## src/rtl/iir_biquad_tdm.sv

```systemverilog
// iir_biquad_tdm: N_CH-channel time-multiplexed direct-form-I biquad sharing one serial MAC.
// Latency: sample accepted at edge k -> out_valid in the cycle after edge k+6 (1 sample per 7 clocks).
// Backpressure: in_ready low while busy; no output backpressure. Macro IIR_BIQUAD_SAT_EN adds saturation + sat_flag.
module iir_biquad_tdm #(
   parameter int BITS_IN   = 16,
   parameter int OUT_BITS  = 24,
   parameter int COEF_BITS = 16,
   parameter int FRAC_BITS = 10,
   parameter int N_CH      = 4,
   parameter int B0        = 256,
   parameter int B1        = 0,
   parameter int B2        = 0,
   parameter int A1        = -768,
   parameter int A2        = 0,
   localparam int CH_W     = (N_CH > 1) ? $clog2(N_CH) : 1
) (
   input  logic                 clock,
   input  logic                 reset,
   input  logic                 in_valid,
   output logic                 in_ready,
   input  logic [CH_W-1:0]      in_ch,
   input  logic [BITS_IN-1:0]   in_data,
   input  logic                 coef_we,
   input  logic [2:0]           coef_addr,
   input  logic [COEF_BITS-1:0] coef_data,
   output logic                 out_valid,
   output logic [CH_W-1:0]      out_ch,
   output logic [OUT_BITS-1:0]  out_data
`ifdef IIR_BIQUAD_SAT_EN
   ,
   output logic                 sat_flag
`endif
);

   // Accumulator wide enough for either product family plus 4 bits of sum growth.
   localparam int XAW = BITS_IN + COEF_BITS + 4;
   localparam int YAW = OUT_BITS + COEF_BITS + 4;
   localparam int AW  = (XAW > YAW) ? XAW : YAW;
   localparam int OPW = (BITS_IN > OUT_BITS) ? BITS_IN : OUT_BITS;
   localparam int PW  = COEF_BITS + OPW;

   typedef enum logic [1:0] {S_IDLE, S_MAC, S_WRITE} state_t;

   state_t                      state;
   logic [2:0]                  tap;
   logic signed [BITS_IN-1:0]   x_q;
   logic [CH_W-1:0]             ch_q;
   logic signed [AW-1:0]        acc;
   logic signed [COEF_BITS-1:0] b0, b1, b2, a1, a2;
   logic signed [BITS_IN-1:0]   x1 [N_CH];
   logic signed [BITS_IN-1:0]   x2 [N_CH];
   logic signed [OUT_BITS-1:0]  y1 [N_CH];
   logic signed [OUT_BITS-1:0]  y2 [N_CH];

   logic signed [COEF_BITS-1:0] mul_coef;
   logic signed [OPW-1:0]       mul_opnd;
   logic signed [PW-1:0]        prod;
   logic signed [AW-1:0]        prod_ext;
   logic signed [AW-1:0]        acc_nxt;
   logic signed [OUT_BITS-1:0]  y_red;

   assign in_ready = (state == S_IDLE) && !reset;

   // Tap-indexed operand mux and one MAC step; feedback taps (3,4) subtract.
   always_comb begin
      mul_coef = b0;
      mul_opnd = OPW'(x_q);
      case (tap)
         3'd1:    begin mul_coef = b1; mul_opnd = OPW'(x1[ch_q]); end
         3'd2:    begin mul_coef = b2; mul_opnd = OPW'(x2[ch_q]); end
         3'd3:    begin mul_coef = a1; mul_opnd = OPW'(y1[ch_q]); end
         3'd4:    begin mul_coef = a2; mul_opnd = OPW'(y2[ch_q]); end
         default: ;
      endcase
      prod     = PW'(mul_coef) * PW'(mul_opnd);
      prod_ext = AW'(prod);
      if (tap == 3'd0)
         acc_nxt = prod_ext;
      else if (tap >= 3'd3)
         acc_nxt = acc - prod_ext;
      else
         acc_nxt = acc + prod_ext;
   end

`ifdef IIR_BIQUAD_SAT_EN
   localparam logic signed [AW-1:0] YMAX = {{(AW-OUT_BITS+1){1'b0}}, {(OUT_BITS-1){1'b1}}};
   localparam logic signed [AW-1:0] YMIN = {{(AW-OUT_BITS+1){1'b1}}, {(OUT_BITS-1){1'b0}}};
   logic signed [AW-1:0] shifted;
   logic                 clip;

   // Floor-shift the sum and clamp it into the output range.
   always_comb begin
      shifted = acc >>> FRAC_BITS;
      clip    = 1'b1;
      if (shifted > YMAX)
         y_red = YMAX[OUT_BITS-1:0];
      else if (shifted < YMIN)
         y_red = YMIN[OUT_BITS-1:0];
      else begin
         y_red = shifted[OUT_BITS-1:0];
         clip  = 1'b0;
      end
   end
`else
   // Floor-shift the sum and wrap it to the output width.
   always_comb y_red = OUT_BITS'(acc >>> FRAC_BITS);
`endif

   // Sequencer: accept/drop in IDLE, five MAC taps, then write result and rotate channel history.
   always_ff @(posedge clock) begin
      if (reset) begin
         state     <= S_IDLE;
         tap       <= 3'd0;
         x_q       <= '0;
         ch_q      <= '0;
         acc       <= '0;
         out_valid <= 1'b0;
         out_ch    <= '0;
         out_data  <= '0;
`ifdef IIR_BIQUAD_SAT_EN
         sat_flag  <= 1'b0;
`endif
         b0 <= COEF_BITS'(B0);
         b1 <= COEF_BITS'(B1);
         b2 <= COEF_BITS'(B2);
         a1 <= COEF_BITS'(A1);
         a2 <= COEF_BITS'(A2);
         for (int i = 0; i < N_CH; i++) begin
            x1[i] <= '0;
            x2[i] <= '0;
            y1[i] <= '0;
            y2[i] <= '0;
         end
      end else begin
         out_valid <= 1'b0;
`ifdef IIR_BIQUAD_SAT_EN
         sat_flag  <= 1'b0;
`endif
         case (state)
            S_IDLE: begin
               // Coefficient lands on the same edge as an accepted sample, so that sample sees it.
               if (coef_we) begin
                  case (coef_addr)
                     3'd0:    b0 <= coef_data;
                     3'd1:    b1 <= coef_data;
                     3'd2:    b2 <= coef_data;
                     3'd3:    a1 <= coef_data;
                     3'd4:    a2 <= coef_data;
                     default: ;
                  endcase
               end
               // Out-of-range channels are consumed and dropped without leaving IDLE.
               if (in_valid && (int'(in_ch) < N_CH)) begin
                  x_q   <= in_data;
                  ch_q  <= in_ch;
                  tap   <= 3'd0;
                  state <= S_MAC;
               end
            end
            S_MAC: begin
               acc <= acc_nxt;
               if (tap == 3'd4)
                  state <= S_WRITE;
               else
                  tap <= tap + 3'd1;
            end
            S_WRITE: begin
               out_valid  <= 1'b1;
               out_ch     <= ch_q;
               out_data   <= y_red;
`ifdef IIR_BIQUAD_SAT_EN
               sat_flag   <= clip;
`endif
               x2[ch_q]   <= x1[ch_q];
               x1[ch_q]   <= x_q;
               y2[ch_q]   <= y1[ch_q];
               y1[ch_q]   <= y_red;
               state      <= S_IDLE;
            end
            default: state <= S_IDLE;
         endcase
      end
   end

endmodule

```

## config.mk

```make
export PLATFORM = sky130hd
export DESIGN_NAME = iir_biquad_tdm
export DESIGN_NICKNAME = d
export VERILOG_FILES = /design/src/rtl/iir_biquad_tdm.sv
export SDC_FILE = /design/constraint.sdc
export NUM_CORES = 2
export LEC_CHECK = 0
export BUFFER_PORTS_ARGS = -buffer_cell sky130_fd_sc_hd__buf_2
export CAP_MARGIN = 10
export CORE_MARGIN = 5
export CORE_UTILIZATION = 47
export CTS_BUF_LIST = sky130_fd_sc_hd__clkbuf_8
export CTS_CLUSTER_DIAMETER = 60
export DETAILED_ROUTE_END_ITERATION = 10
export SYNTH_ARGS = -nofsm -noshare
export SYNTH_HDL_FRONTEND = slang
export SYNTH_SLANG_ARGS = --single-unit
```

## constraint.sdc

```tcl
create_clock -name clock -period 29.3 [get_ports clock]
set_input_delay 1.465 -clock clock [delete_from_list [all_inputs] [get_ports clock]]
set_output_delay 1.465 -clock clock [all_outputs]
set_load 0.01 [all_outputs]
```

Word-level counts from Yosys, hierarchy flattened. Memories as Yosys holds them, arrays and structs flattened. A register that Yosys moved wholly into a read port is not among the register bits. Cells that the tools add are included.

Magnitude comparators: 1. Muxes and demuxes: 35. Equality and inequality tests: 13. Add/subtract/negate cells: 3. Reductions and logical operators: 18. Multiply operators: 1.

Operators with widths (count): $pmux 24 s4 (1); $mux 44 (2); $pmux 16 s4 (1); $mux 24 (2); $reduce_or 24->1 (2); $add 44x40->44 (1); $sub 44x40->44 (1); $mul 16x24->40 (1); $mux 16 (2); $reduce_or 16->1 (2); $mux 2 (14); $reduce_and 3->1 (6); $eq 3x2->1 const B (4); $mux 1 (9); $eq 3x1->1 const B (2); $eq 3x3->1 const B (2); $logic_not 3->1 (2); $mux 3 (2); $ne 2x2->1 const B (3); $pmux 3 s2 (1); $pmux 2 s2 (1); $reduce_and 2->1 (2); $add 3x1->3 const B (1); $ge 3x2->1 const B (1); 6 further kinds (6).

Memory bits (writable): 320. Output and inout port bits: 28. Register bits after elaboration: 174. Memories: 4. Word-level logic and storage cells: 88.

Memory list: y1 (depth 4, bits a word 24, read ports 1, clocked after memory_dff 1, wr ports 4, RTL line 52) `logic signed [OUT_BITS-1:0] y1 [N_CH];`; y2 (depth 4, bits a word 24, read ports 1, clocked after memory_dff 1, wr ports 4, RTL line 53) `logic signed [OUT_BITS-1:0] y2 [N_CH];`; x1 (depth 4, bits a word 16, read ports 1, clocked after memory_dff 1, wr ports 4, RTL line 50) `logic signed [BITS_IN-1:0] x1 [N_CH];`; x2 (depth 4, bits a word 16, read ports 1, clocked after memory_dff 1, wr ports 4, RTL line 51) `logic signed [BITS_IN-1:0] x2 [N_CH];`.

Longest topological paths before layout.
Depth in word-level cells: 6. Gate-level depth with buffers: 49. Gate-level depth less buffers: 45.

Least setup slack after synthesis. No wires, ideal clock.

Kind: register -> register. Start: reg (tool-made name). End: reg acc[32]. Required time: 29226 ps. Setup slack: 18560 ps. Stages on the path, launching flop included: 45. Arrival: 10666 ps. Buffers on the path: 6. Cells stage by stage: dfxtp_1 -> buf_2 -> buf_1 -> clkbuf_1 -> buf_1 -> buf_1 -> mux4_2 -> a22oi_1 -> a21oi_1 -> a21oi_1 -> nor2_1 -> fa_1 -> inv_1 -> fa_1 -> fa_1 -> fa_1 -> inv_1 -> fa_1 -> [... 9 more ...] -> and3_1 -> and3_1 -> a21oi_1 -> xnor2_1 -> ha_1 -> clkbuf_1 -> a21o_1 -> a21oi_1 -> o21bai_1 -> a21o_1 -> a21o_1 -> a21oi_1 -> o31ai_1 -> a21oi_1 -> nor2b_1 -> o21ai_0 -> mux2_2 -> a31oi_1.

RTL lines: end signal, assigned (RTL line 161) `acc <= acc_nxt;`; end, declared (RTL line 48) `logic signed [AW-1:0] acc;`.

==> PnR_summary.wiki <==
{| class="wikitable"
! Metric !! Value
|-
| Run status || finished clean
|-
| Clock transition at the registers of the reported paths || 0.06 ns
|-
| Share of the synthesized netlist area taken by xor and xnor gates || 2.23%
|-
| Max-cap violation count || 0
|-
| DR DRC count || 0
|-
| Count of antenna-violating nets left after detailed routing || 0
|-
| Final Util || 51.6%
|-
| Highest net fanout along the worst path || 33
|-
| CP max-delay cell || dfxtp_4
|-
| Number of distinct library cell variants in the gate-level netlist after synthesis || 97
|-
| R2R Path End || acc[32]
|-
| Worst slack at placement || 17.14 ns
|-
| GR Layer Usage met3 || 3.71%
|-
| Final Power || 2.26 mW
|-
| Number of instances in the synthesized netlist || 3563
|-
| Pin count of the biggest net entering global routing || 95
|-
| Most frequently used flop master after synthesis || edfxtp_1
|-
| Number of sinks handled by clock tree synthesis || 486
|-
| Avg WL per Cell || 22.0 um
|-
| Routability cong. || 0.882
|-
| Internal reg-to-reg setup slack || 17.15 ns
|-
| Area delta synth->final || 9.01%
|-
| Die Wd || 287 um
|-
| Post-synthesis simple-gate area fraction || 16.9%
|-
| Aggregate global-route resource usage || 25.1%
|-
| Area of the placeable core || 75900 um^2
|-
| Total die area || 82200 um^2
|-
| Count of flip-flops with a built-in enable after synthesis || 320
|-
| Final global-route overflow total || 0
|-
| Worst setup path class || register to register
|-
| Proportion of synthesized chip area in sequential cells || 36.0%
|-
| Detailed-placement wirelength estimate || 72900 um
|-
| Final hold vios || 0
|-
| Most common library cell in the layout ignoring fill and taps || inv_1
|-
| Setup TNS || 0 ns
|-
| Layout fillers || 6992
|-
| Cell count of the worst reg-to-reg path || 40
|-
| H-tree levels || 3
|-
| IO Pins || 69
|-
| Critical path capture point || acc[32]
|-
| Synthesized area per cell || 10.1 um^2
|-
| Clock buffer depth || 3
|-
| Dominant combinational cell family by area after synthesis || adder cells
|-
| Number of iterations in the first detailed-routing pass || 7
|-
| Number of endpoints failing setup at the final stage || 0
|-
| Commonest cells after routing, fill and taps aside || inv_1, nand2_1, fa_1, edfxtp_1, nor2_1
|-
| Skew-Pair Late Insertion Delay || 0.69 ns
|-
| Cells taking the most area after synthesis || edfxtp_1, fa_1, dfxtp_1
|-
| Quantity of hold-fixing buffers added after cts || 0
|-
| Mux share of post-synthesis cell area || 6.01%
|-
| Routed wire length || 103000 um
|-
| Total clock buffers created by CTS || 85
|-
| Most used routing layer in global routing || met2
|-
| Share of flip-flops with an asynchronous set or reset after synthesis || 0%
|-
| Data arrival time of the worst path || 12.76 ns
|-
| Time the final worst path needs with I/O delays and setup || 12.15 ns
|-
| Max rail drop VDD || 0.0320 mV
|-
| Seq. cell area || 12900 um^2
|-
| Post-layout worst setup margin || 17.15 ns
|-
| Area of combinational cells with multiple inputs || 20900 um^2
|-
| Initial standard-cell utilization of the core || 47.4%
|-
| Global routing met1 resource utilization || 36.7%
|-
| Kind of start point of the critical path || register
|-
| CTS Root Cell || clkbuf_8
|-
| Layout cell share with drive strength beyond 1 || 10.7%
|-
| Met2 Track Usage GR || 40.2%
|-
| Slew HR || 17.5%
|-
| Final slew viol count || 0
|-
| Post-synthesis instance area || 36000 um^2
|-
| Initial antenna violation count || 0
|-
| Count of port buffers added during placement || 68
|-
| Vias in the first global route || 26200
|-
| Pwr dens || 57.6 nW/um^2
|-
| Unrepaired setup endpoints after global routing || no
|-
| Final worst path period share || 41.5%
|-
| Vias after detailed routing || 26200
|-
| Class of the tightest hold or removal check || register to register
|-
| Net count of the finished layout || 4092
|-
| Final instance count without filler cells || 4700
|-
| Total of warnings raised by yosys || 0
|-
| Kind of end point of the critical path || register
|-
| Pin slew with the least headroom to its limit || 1.20 ns
|-
| Final setup skew || 0.0487 ns
|-
| Die Height || 287 um
|-
| Post-cts sizing count || 0
|-
| Highest achievable clock rate || 82.3 MHz
|-
| Standby leakage power || 16.7 nW
|-
| Clock tree from TritonCTS || done
|-
| Area share of the leading cell type in the synthesized netlist || 26.7%
|-
| Post-synthesis cell type with the largest combined area || edfxtp_1
|-
| Worst Path Required || 29.91 ns
|-
| Standard-cell rows || 101
|-
| First-pass GRT wire length || 161000 um
|-
| Post-synthesis compound-gate area fraction || 9.97%
|-
| Detailed-route vias per instance || 5.57
|-
| FF+latch count, synth || 486
|-
| Number of DRC violations after detailed-routing iteration 0 || 2300
|-
| Slowest stage delay, CP || 0.70 ns
|-
| Arithmetic-cell share of the synthesized area counting full adders, half adders and majority gates || 22.4%
|-
| Critical path's most frequent cell || fa_1
|-
| Net Count, Synth || 4056
|-
| Post-CTS Repair Setup Buffers || 0
|-
| Placed instance count || 4542
|}
==> registers in the layout, indices dropped and copies added, names as in the netlist, 3 cells and up, named ones only <==
signal	flops
x1	64
out_data	24
x_q	16
tap	3
b1	16
b0	16
y1	96
a1	16
y2	96
acc	34
b2	16
x2	64
a2	16
==> critical path, delay by kind of cell (launching register included) <==
family / cells / cell delay, ns
fa+ha+maj: 8 / 3.90
mux: 2 / 0.96
compound gates: 17 / 3.75
flops: 1 / 0.70
buf+inv: 6 / 1.44
xor+xnor: 1 / 0.22
simple gates: 6 / 1.08
==> cell families after synthesis <==
family | Yosys count
flops | 486
fa+ha+maj | 452
xor+xnor | 89
simple gates | 1266
mux | 119
buf+inv | 607
compound gates | 544
==> worst min-delay path by stage <==
stage | from | cells past startpoint | endpoint
after floorplan | b0[15] | 2 | b0[15]
after global placement | out_data[0] | 1 | out_data[0]
after detailed placement | out_data[2] | 1 | out_data[2]
after CTS | out_ch[0] | 2 | out_ch[0]
after global routing | out_data[2] | 1 | out_data[2]
final | out_ch[0] | 2 | out_ch[0]
==> power by group <==
part	internal (mW)	leakage [nW]	switching, mW
clock network	0.323	0.988	0.293
registers	0.754	4.65	0.0263
logic	0.331	11.0	0.533
total	1.41	16.7	0.852
==> area by class of cell <==
| type | instances | area share [%] |
|---|---|---|
| diodes | 2 | 0.0128 |
| clock buffers | 97 | 3.41 |
| clock inverters | 59 | 0.881 |
| inverters | 425 | 4.07 |
| multi-input cells | 2470 | 53.3 |
| flip-flops and latches | 486 | 33.0 |
| well taps | 1030 | 3.29 |
| repair buffers | 131 | 2.08 |
==> synth_stat cells, types with 11 or more instances <==
library cell,n
dfxtp_1,166
nor2b_1,16
or2_2,11
inv_1,423
buf_1,11
a211oi_1,21
o21a_1,13
o21ai_0,56
mux2i_1,36
buf_2,14
edfxtp_1,320
xnor2_1,55
a21o_1,61
a21oi_1,194
a311oi_1,11
nand2b_1,18
fa_1,322
xor2_1,32
a22oi_1,59
nand2_1,429
and2_1,270
a31oi_1,30
nor3_1,28
mux4_2,77
and3_1,92
clkbuf_1,152
ha_1,130
nand3_1,27
o211ai_1,15
nor2_1,314
==> metrics by stage <==
step	hold WS, ns	area [um^2]
finish	0.439	39200
global route	0.458	39200
CTS	0.444	39200
detailed placement	0.433	37500
global placement	0.430	37500
floorplan	0.436	36000
==> layer usage <==
| metal | share of wire, % | up-vias |
|---|---|---|
| met4 | 2.0 | 0 |
| li1 | - | 12000 |
| met1 | 45 | 13100 |
| met3 | 6.1 | 125 |
| met2 | 47 | 897 |
| met5 | 0 | - |
(Power assumes the default switching activity.)
